--- config.mk ---
export PLATFORM = sky130hd
export DESIGN_NAME = wb_regfile
export DESIGN_NICKNAME = d
export VERILOG_FILES = /design/src/rtl/wb_regfile.sv
export SDC_FILE = /design/constraint.sdc
export NUM_CORES = 1
export LEC_CHECK = 0
export CAP_MARGIN = 10
export CORE_ASPECT_RATIO = 1.75
export CORE_MARGIN = 5
export CORE_UTILIZATION = 38
export DETAILED_ROUTE_END_ITERATION = 8
export PLACE_DENSITY = 0.59
export RECOVER_POWER = 100
export SYNTH_ARGS = -nofsm -noshare
export SYNTH_HDL_FRONTEND = slang
export SYNTH_SLANG_ARGS = --single-unit
--- constraint.sdc ---
create_clock -name clk -period 5.51 [get_ports clk]
set_input_delay 1.102 -clock clk [delete_from_list [all_inputs] [get_ports clk]]
set_output_delay 1.102 -clock clk [all_outputs]
set_load 0.05 [all_outputs]
--- src/rtl/wb_regfile.sv ---
// Writeback stage: selects write data, updates a 16-entry register file, serves two decode read
// ports, resolves ret/HALT at retirement and counts retired instructions. Optional WB_BYPASS_EN.
module wb_regfile #(
    parameter  int unsigned DATA_W  = 16,
    parameter  int unsigned NREGS   = 16,
    parameter  int unsigned RET_REG = 15,
    parameter  int unsigned CNT_W   = 32,
    localparam int unsigned ADDR_W  = $clog2(NREGS)
) (
    input  logic              clk,
    input  logic              rst,
    input  logic              RegWrite_in,
    input  logic              ret_in,
    input  logic              mem_to_reg_in,
    input  logic [ADDR_W-1:0] reg_rd_in,
    input  logic [DATA_W-1:0] mem_read_data_in,
    input  logic [DATA_W-1:0] alu_result_in,
    input  logic              HALT_in,
    input  logic [ADDR_W-1:0] rd_addr0,
    input  logic [ADDR_W-1:0] rd_addr1,
    output logic [DATA_W-1:0] rd_data0,
    output logic [DATA_W-1:0] rd_data1,
    output logic              ret_valid,
    output logic [DATA_W-1:0] ret_target,
    output logic              halted,
    output logic [CNT_W-1:0]  retired_cnt
);

    localparam logic [ADDR_W-1:0] RET_ADDR = ADDR_W'(RET_REG);
    localparam int unsigned       NPORTS   = 3;

    typedef enum logic {
        RUN    = 1'b0,
        HALTED = 1'b1
    } state_t;

    state_t            state_q;
    state_t            state_d;
    logic              wr_en;
    logic              retire;
    logic              ret_fire;
    logic [DATA_W-1:0] wdata;
    logic [DATA_W-1:0] regs  [NREGS];
    logic [ADDR_W-1:0] raddr [NPORTS];
    logic [DATA_W-1:0] rdata [NPORTS];

    assign wdata = mem_to_reg_in ? mem_read_data_in : alu_result_in;

    // State register
    always_ff @(posedge clk) begin
        if (rst) begin
            state_q <= RUN;
        end else begin
            state_q <= state_d;
        end
    end

    // Next state and retirement qualifiers; nothing retires once halted
    always_comb begin
        state_d  = state_q;
        wr_en    = 1'b0;
        retire   = 1'b0;
        ret_fire = 1'b0;
        case (state_q)
            RUN: begin
                wr_en    = RegWrite_in && (reg_rd_in != '0);
                retire   = RegWrite_in || ret_in || HALT_in;
                ret_fire = ret_in;
                if (HALT_in) begin
                    state_d = HALTED;
                end
            end
            HALTED: begin
                state_d = HALTED;
            end
            default: begin
                state_d = RUN;
            end
        endcase
    end

    // Port 2 is the internal return-address read, sharing the forwarding rule of the decode ports
    assign raddr[0] = rd_addr0;
    assign raddr[1] = rd_addr1;
    assign raddr[2] = RET_ADDR;

    always_comb begin
        for (int i = 0; i < int'(NPORTS); i++) begin
            rdata[i] = regs[raddr[i]];
            if (raddr[i] == '0) begin
                rdata[i] = '0;
            end
`ifdef WB_BYPASS_EN
            else if (wr_en && (raddr[i] == reg_rd_in)) begin
                rdata[i] = wdata;
            end
`endif
        end
    end

    assign rd_data0 = rdata[0];
    assign rd_data1 = rdata[1];
    assign halted   = (state_q == HALTED);

    // Register array; R0 is never written so it stays zero
    always_ff @(posedge clk) begin
        if (rst) begin
            for (int i = 0; i < int'(NREGS); i++) begin
                regs[i] <= '0;
            end
        end else if (wr_en) begin
            regs[reg_rd_in] <= wdata;
        end
    end

    // Retirement outputs: ret pulse, captured return address, wrapping retire counter
    always_ff @(posedge clk) begin
        if (rst) begin
            ret_valid   <= 1'b0;
            ret_target  <= '0;
            retired_cnt <= '0;
        end else begin
            ret_valid <= ret_fire;
            if (ret_fire) begin
                ret_target <= rdata[2];
            end
            if (retire) begin
                retired_cnt <= retired_cnt + CNT_W'(1);
            end
        end
    end

endmodule
======== Word level (Yosys, flattened, before mapping) ========
Memories as Yosys holds them, arrays and structs flattened. A register that Yosys moved wholly into a read port is not among the register bits.
Index checks and enable logic that the tools add are counted.
word-level totals
  output and inout bits ................... 82
  register bits after elaboration ......... 34
  memories ................................ 1
  bits in writable memories ............... 256
cells by class
  bitwise operators ....................... 1
  reduce and logical (&&, ||, !) cells .... 7
  add/sub/neg operators ................... 1
  muxes and demuxes ....................... 16
memories
  memory  words  width  rd ports  clocked after Yosys merged registers in  write ports  line  RTL
  regs    16     16     3         1                                        16           43    logic [DATA_W-1:0] regs [NREGS];
operators by type and width
  cell                     count
  $mux W16                 4
  $add A32 B1 Y32 const B  1
  $reduce_or A16 Y1        1
  $mux W1                  10
  $logic_not A4 Y1         2
  $mux W4                  1
  $reduce_bool A4 Y1       1
  $logic_or A1 B1 Y1       2
  $pmux W1 S2              1
  $logic_and A1 B1 Y1      1
  $not A1 Y1               1

======== Depth between registers and ports, before layout ========
Gate-level depths: netlist of run 1.
  word-level depth ........................ 8
  gate-level depth with buffers ........... 7

======== Least setup slack after synthesis of run 1 ========
OpenSTA, ideal clock, no wires.
  path type ............................... input to output
  start point ............................. in rd_addr0[0]
  end point ............................... out rd_data0[14]
  cell stages on the path ................. 7
  arrival time ............................ 3.370 ns
  setup slack ............................. 1.038 ns
  cell sequence ........................... buf_2 > buf_4 > buf_2 > mux2i_1 > a221oi_1 > a21oi_1 > o21ai_0
on the way
  cells in the longest elaborated chain, start to end .. 2
  elaborated cells between the ends (all ways) .. 3
  classes of those cells .................. 1 x mux; 1 x reduce/logical; 1 x memory
RTL lines
  item                                                 line  RTL
  start, declared                                      19    input logic [ADDR_W-1:0] rd_addr0,
  $mem_v2 Z16 W16 or $logic_not A4 Y1 (tied branches)  n/a
  $mux W16 *                                           90    if (raddr[i] == '0) begin
  end, declared                                        21    output logic [DATA_W-1:0] rd_data0,
Mark *: on every way between the ends. The rest lies on a longest branch, timed or not.

======== Final worst setup path of run 1 ========
  start point ............................. in rd_addr1[3]
  end point ............................... out rd_data1[0]
on the way
  cells in the longest elaborated chain, start to end .. 2
  elaborated cells between the ends (all ways) .. 3
  classes of those cells .................. 1 x mux; 1 x reduce/logical; 1 x memory
RTL lines
  item                                                 line  RTL
  start, declared                                      20    input logic [ADDR_W-1:0] rd_addr1,
  $mem_v2 Z16 W16 or $logic_not A4 Y1 (tied branches)  n/a
  $mux W16 *                                           90
  end, declared                                        22    output logic [DATA_W-1:0] rd_data1,
Marks and branches as above.

==> summary.txt, run 1 <==
Timing
  • # setup viols final: 0
  • Clock Skew: 0.0146 ns
  • Max-slew violations: 16
  • WHS: between 0.4 and 0.5 ns
  • Final Cycle Share: 0.956
  • Fmax: 190 MHz
  • TNS Setup: 0 ns
  • Final hold violation count: 0
  • Rel. slew slack: -0.00317
  • Slew @ Worst Pin: around 1.5 ns
  • RSZ-0062 raised after global routing: false
  • Min Tclk post-route: between 5 and 6 ns

Critical path
  • Crit. End Element: output pin
  • Worst reg-to-reg path cell count: 6
  • Worst setup SP type: primary input
  • WP data required: about 4.4 ns
  • Crit path kind: primary input to output pin
  • Reg-to-reg slack, setup: 1.78 ns
  • Worst EP arrival: 4.16 ns
  • Crit path max fanout: 27

Drt
  • Post-DRT Antenna Nets: 0
  • DRT Pass-1 Iters: 5
  • Vias per cell: 5.97
  • Drt initial violations: between 900 and 1k
  • Drt wl/cell: between 20 and 30 um
  • Vias: 11.1k
  • Total Wirelength: 51.4 mm
  • # DRC: 0

Global route
  • First-pass GRT wire length: around 76 mm
  • Largest net degree at the start of global routing: 41
  • Initial antenna violation count: 1
  • Grt ovf: 0
  • Vias in the first global route: 11.4k
  • GRT Overall Usage: 0.226

Run status
  • Failing checks: max-capacitance violations, max-slew violations
  • Status: complete, but fails checks

Synthesis
  • Post-Syn Area: about 15,000 um^2
  • Most instantiated library cell after synthesis: nor2_1
  • Share of the synthesized area in the top cell type: 0.500
  • Ys flop type: edfxtp_1
  • Seq/Total Area, Yosys: 0.565
  • Syn. warnings: 0
  • Syn avg cell area: ~13 um^2
  • Gate Count Post-Synth: between 1k and 1.5k
  • Flops & latches, synth: between 300 and 400
  • Post-synth top cells: nor2_1, edfxtp_1, mux4_2, a21oi_1
  • Number of flops mapped to enable cells by yosys: approximately 260
  • Synth area leader: edfxtp_1
  • Asr flop ratio synth: 0
  • Largest cells by area after synthesis: edfxtp_1, mux4_2, dfxtp_1
  • Post-synth cell types: 45

Placed design
  • IO Port Bufs: between 100 and 150
  • Post-DP HPWL: approximately 38 mm
  • Gp weighted congestion: approximately 0.93

Clock tree
  • Clock sinks: 306
  • Clk_lat worst skew: between 0.5 and 0.6 ns
  • # hold bufs at CTS: 0
  • Clk buf depth: 3
  • CTS tree: yes
  • Root Buffer: clkbuf_16
  • Total CTS buffers: 28
  • Clk pin slew, worst setup/hold paths: approximately 0.060 ns
  • Post-CTS sizing: 0
  • H-tree depth: 1
  • Post-CTS setup repair buffer count: 0

Floorplan
  • Standard-cell rows: slightly below 100
  • Core area: between 40,000 and 50,000 um^2
  • DIE AREA: about 45,000 um^2
  • Starting Density: 0.384
  • IO Pins: about 130
  • Die height: between 200 and 300 um
  • Die X: 162 um

Pwr
  • Total power: between 5 and 6 mW
  • Lkg Pwr: ~6.4 nW
  • P per Cell Area: roughly 290 nW/um^2
  • Max VDD drop: 0.206 mV

Cells and area
  • Share of cells above drive strength 1: 0.133
  • Nets: 1,400
  • Antenna diodes: 0
  • FF/Latch Area: just under 9000 um^2
  • Fillers: approximately 3.7k
  • Multi-input gate area: ~6300 um^2
  • Area grow syn2layout: 17.2%

Worst hold path
  • Hold Crit Class: flip-flop to flip-flop
  • Hold Crit Depth: 2

Job
  • Max-cap violations: 1
[flip-flops by register name, summed over array words and instances (netlist names)]
signal       flops
retired_cnt     32
halted           1
regs           256
ret_valid        1
ret_target      16
[power breakdown]
group | total (mW) | internal, mW | switching [mW] | leakage [nW]
Clock | 1.86 | 1.01 | 0.850 | 0.406
Combinational | 0.814 | 0.276 | 0.537 | 2.95
Sequential | 2.65 | 2.60 | 0.0524 | 3.03
[cells in the final DEF, fill, tap and decap left out, drive strengths merged, types with 4 or more instances in the layout]
master	Yosys	final
edfxtp	256	256
a22oi	6	6
a211oi	20	20
or4	13	13
a221oi	32	32
a21oi	81	81
clkdlybuf4s50	0	41
clkbuf	80	88
conb	1	16
xnor2	5	5
mux2	6	6
or3	9	9
o21ai	14	14
nor2b	13	13
nor3	8	8
nand4	10	10
a32oi	6	6
mux4	96	96
nor2	264	264
o31ai	11	11
buf	28	37
clkinv	2	12
and2	4	4
nand3	13	13
dfxtp	50	50
dlygate4sd3	0	53
and3	6	6
inv	4	4
a32o	6	6
mux2i	80	80
nor4	4	4
nand2	68	68
nand2b	17	17
o21bai	6	6
[per-layer routing]
metal  track usage  part of all wire  up-vias
met5             0                 0        -
met4         0.142             0.078        0
met3        0.0443             0.080      145
met2         0.390              0.50      588
met1         0.255              0.34     5510
li1              -                 -     4890
[critical path, stage by stage]
cell	delay, ns
clkdlybuf4s50_1	0.48
clkinv_1	0.80
a221oi_1	0.78
a22oi_1	0.18
a21oi_1	0.26
clkbuf_1	0.54
[final cells by class]
type                       count  share of cell area
clock inverter                13             0.00472
inverter                       6             0.00125
sequential                   306               0.482
multi-input combinational    824               0.349
tap                          495              0.0343
clock buffer                  37              0.0419
timing repair buffer         183              0.0872
[path summary, 6_finish.rpt]
kind,from,endpoint
worst max-delay path,rd_addr1[3],rd_data1[0]
worst min-delay path,ret_target[9]$_SDFFE_PP0P_,ret_target[9]$_SDFFE_PP0P_
worst max register to register,halted$_SDFF_PP0_,regs[4][12]$_SDFFCE_PN0P_
worst min register to register,ret_target[9]$_SDFFE_PP0P_,ret_target[9]$_SDFFE_PP0P_
[through the flow]
step	setup slack (ns)	instances	utilization	cell area [um^2]
3_3_place_gp	0.217	1814	0.441	17700
3_5_place_dp	0.200	1814	0.441	17700
6_report	0.245	1864	0.450	18000
4_1_cts	0.202	1864	0.462	18500
2_1_floorplan	1.04	1244	-	15400
5_1_grt	0.0913	1864	0.450	18000
[cells by family (layout without fill, tap and decap cells)]
logic type / Yosys count / count (layout) / share of synthesized area
AO/OA/AOI/OAI: 182 / 182 / 0.0774
XOR/XNOR: 7 / 7 / 0.00399
adder cells (fa/ha/maj): 1 / 1 / 0.000813
buffers and inverters: 114 / 239 / 0.0307
flip-flops: 306 / 306 / 0.565
multiplexers: 182 / 182 / 0.197
other: 1 / 16 / 0.000244
AND/OR/NAND/NOR: 436 / 436 / 0.125
Power figures use the tool's default switching activity.
==> run 2: changes to the inputs <==
==> constraint.sdc (replaced) <==
create_clock -name clk -period 5.51 [get_ports clk]
set_input_delay 0.551 -clock clk [delete_from_list [all_inputs] [get_ports clk]]
set_output_delay 0.551 -clock clk [all_outputs]
set_load 0.05 [all_outputs]
==> summary.txt, run 2 (synthesized netlist as in run 1, its figures left out) <==
Global route
  • Largest net degree at the start of global routing: 52
  • Vias in the first global route: about 11k
  • GRT Overall Usage: 0.220
  • First-pass GRT wire length: 73.9 mm
  • Initial antenna violation count: 1
  • Grt ovf: 0

Placed design
  • # placed instances: approximately 1.8k
  • Gp weighted congestion: around 1
  • Worst slack, placed: 1.40 ns
  • IO Port Bufs: between 100 and 150
  • Post-DP HPWL: 36.5 mm

Critical path
  • Reg-to-reg slack, setup: between 2 and 2.5 ns
  • Crit-path cells: clkbuf_2 -> buf_12 -> mux2i_1 -> a221oi_1 -> a211oi_1 -> a21oi_1 -> dlygate4sd3_1
  • WP data required: roughly 5 ns
  • Worst EP arrival: between 3 and 4 ns
  • Crit-path slowest cell: dlygate4sd3_1
  • CP max stage delay: 0.95 ns
  • R2R Path End: regs[6][10]$_SDFFCE_PN0P_
  • Crit. Startpoint: rd_addr0[0]
  • Crit. End Element: output pin
  • Crit path kind: primary input to output pin
  • FF-to-FF Start: halted$_SDFF_PP0_
  • Worst reg-to-reg path cell count: 6
  • Worst setup SP type: primary input
  • Crit path max fanout: 30

Floorplan
  • Standard-cell rows: 97
  • Starting Density: 0.384
  • Core area: around 40,000 um^2
  • DIE AREA: 44,800 um^2
  • IO Pins: roughly 130
  • Die height: roughly 280 um
  • Die X: 162 um

Run status
  • Status: complete, but fails checks
  • Failing checks: max-capacitance violations, max-slew violations

Timing
  • Slew @ Worst Pin: 1.70 ns
  • Rel. slew slack: -0.163
  • WHS: slightly above 0.3 ns
  • Max-slew violations: 84
  • TNS Setup: 0 ns
  • Final hold violation count: 0
  • Min Tclk post-route: between 4 and 5 ns
  • Fmax: between 200 and 250 MHz
  • RSZ-0062 raised after global routing: false
  • Final Cycle Share: 0.783
  • Clock Skew: around 0.013 ns
  • # setup viols final: 0
  • Setup WS post-layout: 1.20 ns

Pwr
  • Total power: roughly 5.6 mW
  • P per Cell Area: around 310 nW/um^2
  • Lkg Pwr: 6.47 nW
  • Max VDD drop: around 0.19 mV

Drt
  • Drt initial violations: roughly 960
  • Drt wl/cell: 27.0 um
  • Vias: between 10k and 15k
  • # DRC: 0
  • Post-DRT Antenna Nets: 0
  • Total Wirelength: around 50 mm
  • Vias per cell: roughly 5.9
  • DRT Pass-1 Iters: 5

Cells and area
  • Post-route insts no fill: between 1.5k and 2k
  • Number of flip-flops in the largest register: roughly 260
  • Reg with most FFs: regs
  • Share of cells above drive strength 1: 0.133
  • Area grow syn2layout: 18.4%
  • Most frequent cells in the layout: nor2_1, edfxtp_1, mux4_2, dlygate4sd3_1, a21oi_1
  • Top Registers: regs (256), retired_cnt (32), ret_target (16)
  • Nets: between 1k and 1.5k
  • Most common cell after layout, fill and taps aside: nor2_1
  • Antenna diodes: 0

Clock tree
  • Clk buf depth: 3
  • Clk_lat worst skew: around 0.57 ns
  • Post-CTS setup repair buffer count: 0
  • Root Buffer: clkbuf_16
  • Clock sinks: slightly above 300
  • Total CTS buffers: 30
  • Clk pin slew, worst setup/hold paths: roughly 0.07 ns
  • H-tree depth: 1
  • Post-CTS sizing: 0
  • # hold bufs at CTS: 0
  • CTS tree: yes

Worst hold path
  • Hold Crit Depth: 2
  • Worst Hold Endpoint: ret_target[7]$_SDFFE_PP0P_
  • Min-delay src: rst
  • Hold Crit Class: primary input to flip-flop

Job
  • Max-cap violations: 4
## run 2: changes by cell type in the layout (fill, tap and decap cells not counted), sizes merged
cell           delta
clkbuf           -23
clkdlybuf4s50     +3
dlygate4sd3      +29
clkinv            -3
clkinvlp          +1
bufinv            +2
dlymetal6s2s      -1
buf              -12
## run 2: stage by stage
| stage | instance area, um^2 | utilization |
|---|---|---|
| after detailed placement | 17200 | 0.431 |
| after CTS | 18300 | 0.457 |
| after global placement | 17200 | 0.431 |
| after floorplan | 15400 | - |
| final | 18200 | 0.455 |
| after global routing | 18200 | 0.455 |
## run 2: per-layer routing
metal  up-vias  routed length, um  GRT usage
li1       4872                  -          -
met1      5513              17800      0.253
met2       513              26200      0.396
met3       107               3850     0.0410
met4         0               2400     0.0992
met5         -                  0          0
## run 2: how the worst max path moves through the flow
stage | endpoint
after global placement | rd_data1[0]
after floorplan | rd_data0[14]
final | rd_data0[11]
after global routing | rd_data0[13]
after CTS | rd_data1[0]
after detailed placement | rd_data1[0]
## run 2: cell type report
| type | instances | area (um^2) |
|---|---|---|
| fill | 3629 | 21800 |
| sequential | 306 | 8690 |
| multi-input combinational | 824 | 6280 |
| timing repair buffer | 173 | 1550 |
| clock buffer | 43 | 903 |
| tap | 495 | 619 |
| clock inverter | 13 | 150 |
| inverter | 6 | 22.5 |
## run 2: critical path, delay by kind of cell
| family | cells | cell delay, ns |
|---|---|---|
| compound gates | 3 | 0.85 |
| buf+inv | 3 | 2.15 |
| mux | 1 | 0.12 |
## run 2: report_power, final
group          total, mW  internal, mW  switching (mW)
combinational      0.790         0.270           0.520
sequential          2.65          2.60          0.0517
clock               2.21          1.28           0.925
total               5.64          4.15            1.50
==> RTL change 1: new RTL, config.mk and constraints of run 1 <==
Register the outputs `rd_data0`, `rd_data1` and `halted`, with the module's reset; this adds one clock of latency there. The other outputs are not delayed to match.
--- a/src/rtl/wb_regfile.sv
+++ b/src/rtl/wb_regfile.sv
@@ -98,9 +98,17 @@
         end
     end
 
-    assign rd_data0 = rdata[0];
-    assign rd_data1 = rdata[1];
-    assign halted   = (state_q == HALTED);
+    always_ff @(posedge clk) begin
+        if (rst) begin
+            rd_data0 <= '0;
+            rd_data1 <= '0;
+            halted   <= '0;
+        end else begin
+            rd_data0 <= rdata[0];
+            rd_data1 <= rdata[1];
+            halted   <= (state_q == HALTED);
+        end
+    end
 
     // Register array; R0 is never written so it stays zero
     always_ff @(posedge clk) begin
Function: changed (a bounded check fails within 4 cycles, from zero or initial values and one cycle with rst high).
==> RTL change 1 against run 1 <==
  * The flow still finishes with violations (capacitance limit, slew limit)
  * Cell count increased by 7.2%
  * Wire length decreased by 9.1%
  * Setup slack improved by 0.94 ns
  * Power grew 14%
  * Final area is 7.2% higher
  * First-iteration DRC count decreased by 16%
  * Sequential cell count is 33 higher
  * Worst hold slack got worse by 0.0017 ns
  * Synthesized area grew 7.0%
  * Largest power group unchanged
==> RTL change 1: results <==
{
  "status": "complete, but fails checks",
  "violations": "capacitance limit, slew limit",
  "max_slew_margin_pct": -36.16,
  "critPathSlowestCell": "nand2b_1",
  "dp_hpwl_um": 34650,
  "peakVddDrop_uv": 200.1,
  "reg_top3": "regs x256, retired_cnt x32",
  "drive_gt1_share_pct": 15.09,
  "yosys-top-cells-count": "259 x nor2_1, 256 x edfxtp_1, 115 x nand2_1, 98 x mux4_2, 83 x dfxtp_1",
  "grt_pass1_vias": 11499,
  "clock_latency_ns": 0.52,
  "drt-pass1-iter-count": 7,
  "maxCapViolations": 1,
  "via_per_inst": 5.575,
  "cts_max_level": 2,
  "stdcell_count": 1998,
  "drt-initial-drc-count": 795,
  "nFillCells": 3919,
  "slew_viol_final": 37,
  "fin_nets": 1457,
  "grt_max_degree": 67,
  "cts_buffers": 35,
  "path_class": "in2reg",
  "dp.cells": 1933,
  "grt_pass1_wl_um": 69550,
  "cp_top_family": "simple AND/OR/NAND/NOR gates",
  "grt_use_total_pct": 19.14,
  "synth_area_leaders": "edfxtp_1 47%, mux4_2 13%, dfxtp_1 10%",
  "leakagePower_nw": 6.947
}
-- RTL change 1: cell count changes after synthesis, moves of 23 or more --
cell	before	now
nand2_1	68	115
dfxtp_1	50	83
a21oi_1	81	38
o211ai_1	0	23
a221oi_1	32	0
clkbuf_1	80	52
-- RTL change 1: power by group through the flow --
stage	Sequential (mW)	Combinational, mW	Clock [mW]
after floorplan	3.07	0.378	0
after global placement	2.98	0.740	0
after detailed placement	2.99	0.749	0
after CTS	2.94	0.751	2.47
after global routing	2.95	0.774	2.58
final	2.93	0.731	2.42
-- RTL change 1: logic make-up (layout without fill, tap and decap cells) --
logic type               after synthesis  in the layout  share of synthesized area [%]
AND/OR/NAND/NOR                      517            517                          14.78
flip-flops                           339            339                          56.81
multiplexers                         179            179                          18.38
AO/OA/AOI/OAI                        133            133                          5.771
buffers and inverters                111            238                          3.733
XOR/XNOR                               8              8                         0.4258
adder cells (fa/ha/maj)                1              1                        0.07602
other                                  1             17                        0.02279
-- RTL change 1: cell type report --
| cell class | instances | area [µm²] | share of cell area [%] |
|---|---|---|---|
| Inverter | 5 | 18.77 | 0.09711 |
| Sequential cell | 339 | 9349 | 48.38 |
| Tap cell | 566 | 708.2 | 3.664 |
| Timing Repair Buffer | 171 | 1599 | 8.274 |
| Clock buffer | 45 | 997.2 | 5.160 |
| Multi-Input combinational cell | 854 | 6482 | 33.54 |
| Antenna cell | 1 | 2.502 | 0.01295 |
| Clock inverter | 17 | 168.9 | 0.8740 |
-- RTL change 1: metal layers --
layer  GRT usage, %  wire length, µm
met1          20.88            16120
met2          36.64            25850
met3          3.162             3022
met4          7.208             1763
met5              0                0
-- RTL change 1: stage by stage --
step	setup WS, ns	cell area (µm²)
after floorplan	2.603	16510
after global placement	1.647	18220
after detailed placement	1.542	18220
after CTS	2.107	19390
after global routing	1.018	19320
final	1.190	19330
-- RTL change 1: worst paths after layout --
check / from / end / slack (ns) / cells past startpoint
hold reg to reg: ret_target[8]$_SDFFE_PP0P_ / ret_target[8]$_SDFFE_PP0P_ / 0.46 / 2
setup / recovery: rst / regs[13][13]$_SDFFCE_PN0P_ / 1.19 / 5
hold / removal: ret_target[8]$_SDFFE_PP0P_ / ret_target[8]$_SDFFE_PP0P_ / 0.46 / 2
setup reg to reg: state_q$_SDFF_PP0_ / regs[13][13]$_SDFFCE_PN0P_ / 2.43 / 4
-- RTL change 1: worst reg2reg max path, stage by stage (launching register included) --
cell,delay [ns]
dfxtp_1,0.39
or3b_1,0.58
nor3_4,0.27
nand3_1,0.56
nand2b_1,0.90
==> RTL change 2: new RTL, settings of run 1 <==
Made on the original files. Add a define of `WB_BYPASS_EN`.
--- a/src/rtl/wb_regfile.sv
+++ b/src/rtl/wb_regfile.sv
@@ -1,5 +1,7 @@
 // Writeback stage: selects write data, updates a 16-entry register file, serves two decode read
 // ports, resolves ret/HALT at retirement and counts retired instructions. Optional WB_BYPASS_EN.
+`define WB_BYPASS_EN
+
 module wb_regfile #(
     parameter  int unsigned DATA_W  = 16,
     parameter  int unsigned NREGS   = 16,
Behaviour: not the same (a bounded check fails within 4 cycles, from zero or initial values and one cycle with rst high).
==> RTL change 2 against run 1 <==
  * The run still ends with capacitance limit, slew limit left
  * Synthesized area increased by 1.4%
  * Setup slack better by 0.28 ns
  * Synthesized cell count is 3.3% lower
  * Final area grew 2.2%
  * Wire length down 4.4%
  * Sequential cell count is the same
  * Non-clock buffer count up 24
  * Power up 3.2%
  * Critical path type unchanged
  * Critical endpoint is now rd_data0[13]
  * Largest cell class unchanged
==> RTL change 2: results <==
{
  "status": "complete, but fails checks",
  "violations": "capacitance limit, slew limit",
  "crit_fanout": 17,
  "maxCapViolations": 2,
  "vias": 10878,
  "synth-xor-area-share_pct": 2.079,
  "grtUsageMet3_pct": 2.549,
  "via_per_inst": 5.704,
  "nFillCells": 3807,
  "finish.instance_area_um2": 18430,
  "yosys-top-cells-count": "304 x nor2_1, 256 x edfxtp_1, 128 x mux4_2, 59 x clkbuf_1",
  "synthAdderAreaFrac_pct": 0.08026,
  "fin_worst_skew_ns": 0.02446,
  "peakVddDrop_uv": 240.0,
  "antenna_found_initial": 0,
  "critPathSlowestCell": "dlygate4sd3_1",
  "grt_max_degree": 40,
  "slew_viol_final": 66,
  "route.met2.wl_um": 26270,
  "grt_use_total_pct": 21.77,
  "p_sw_mw": 1.441,
  "drive_gt1_share_pct": 18.44,
  "synth_edf_count": 256,
  "fin_nets": 1386,
  "synth_area_per_cell_um2": 13.12,
  "ys_types": 47,
  "synthMuxAreaShare_pct": 19.79,
  "synth_area_leaders": "edfxtp_1 49%, mux4_2 18%, nor2_1 7.3%",
  "synth_compound_area_share_pct": 5.867,
  "grt_pass1_vias": 11739,
  "slowest_delay_ns": 1.02,
  "dp_hpwl_um": 34820,
  "place.gp.congestion": 0.8349,
  "leakagePower_nw": 6.689,
  "drt-initial-drc-count": 803,
  "arrival_ns": 3.88,
  "grtUsageMet1_pct": 24.60,
  "met3_length_um": 3086,
  "grt_pass1_wl_um": 73820,
  "avgRoutedWirePerCell_um": 25.79,
  "post-place-ws_ns": 0.8228
}
[RTL change 2: worst reg2reg max path, cell delays in order, from the launching register on]
cell	delay (ns)
dfxtp_1	0.44
and4bb_2	0.38
nor2b_1	0.29
nand2_1	0.08
buf_4	0.24
nand2b_1	0.40
clkbuf_1	0.73
[RTL change 2: worst paths after layout]
path                                    from                    endpoint  slack, ns  cells past startpoint
setup reg to reg           halted$_SDFF_PP0_   regs[6][14]$_SDFFCE_PN0P_       2.55                      6
setup / recovery               mem_to_reg_in                rd_data0[13]       0.52                      6
hold / removal    ret_target[7]$_SDFFE_PP0P_  ret_target[7]$_SDFFE_PP0P_       0.46                      2
hold reg to reg   ret_target[7]$_SDFFE_PP0P_  ret_target[7]$_SDFFE_PP0P_       0.46                      2
[RTL change 2: cell families after synthesis]
| kind of cell | Yosys count |
|---|---|
| XOR/XNOR | 37 |
| flip-flops | 306 |
| AO/OA/AOI/OAI | 127 |
| adder cells (fa/ha/maj) | 1 |
| multiplexers | 148 |
| buffers and inverters | 111 |
| other | 1 |
| AND/OR/NAND/NOR | 457 |
[RTL change 2: cell type report]
cell class	count	area share, %
sequential	306	47.15
multi-input combinational	786	35.03
timing repair buffer	207	8.555
clock buffer	40	4.664
tap	550	3.734
clock inverter	11	0.7333
inverter	6	0.1222
antenna	1	0.01358
[RTL change 2: stage by stage]
stage,hold slack [ns],power [mW]
floorplan,0.5300,3.183
global placement,0.4406,3.504
detailed placement,0.4522,3.517
CTS,0.4716,5.591
global route,0.5008,5.665
finish,0.4577,5.488
[RTL change 2: power groups by stage]
stage	registers, mW	logic [mW]	clock network [mW]
after floorplan	2.69	0.492	0
after global placement	2.68	0.826	0
after detailed placement	2.68	0.832	0
after CTS	2.63	0.833	2.12
after global routing	2.64	0.808	2.21
final	2.64	0.765	2.09
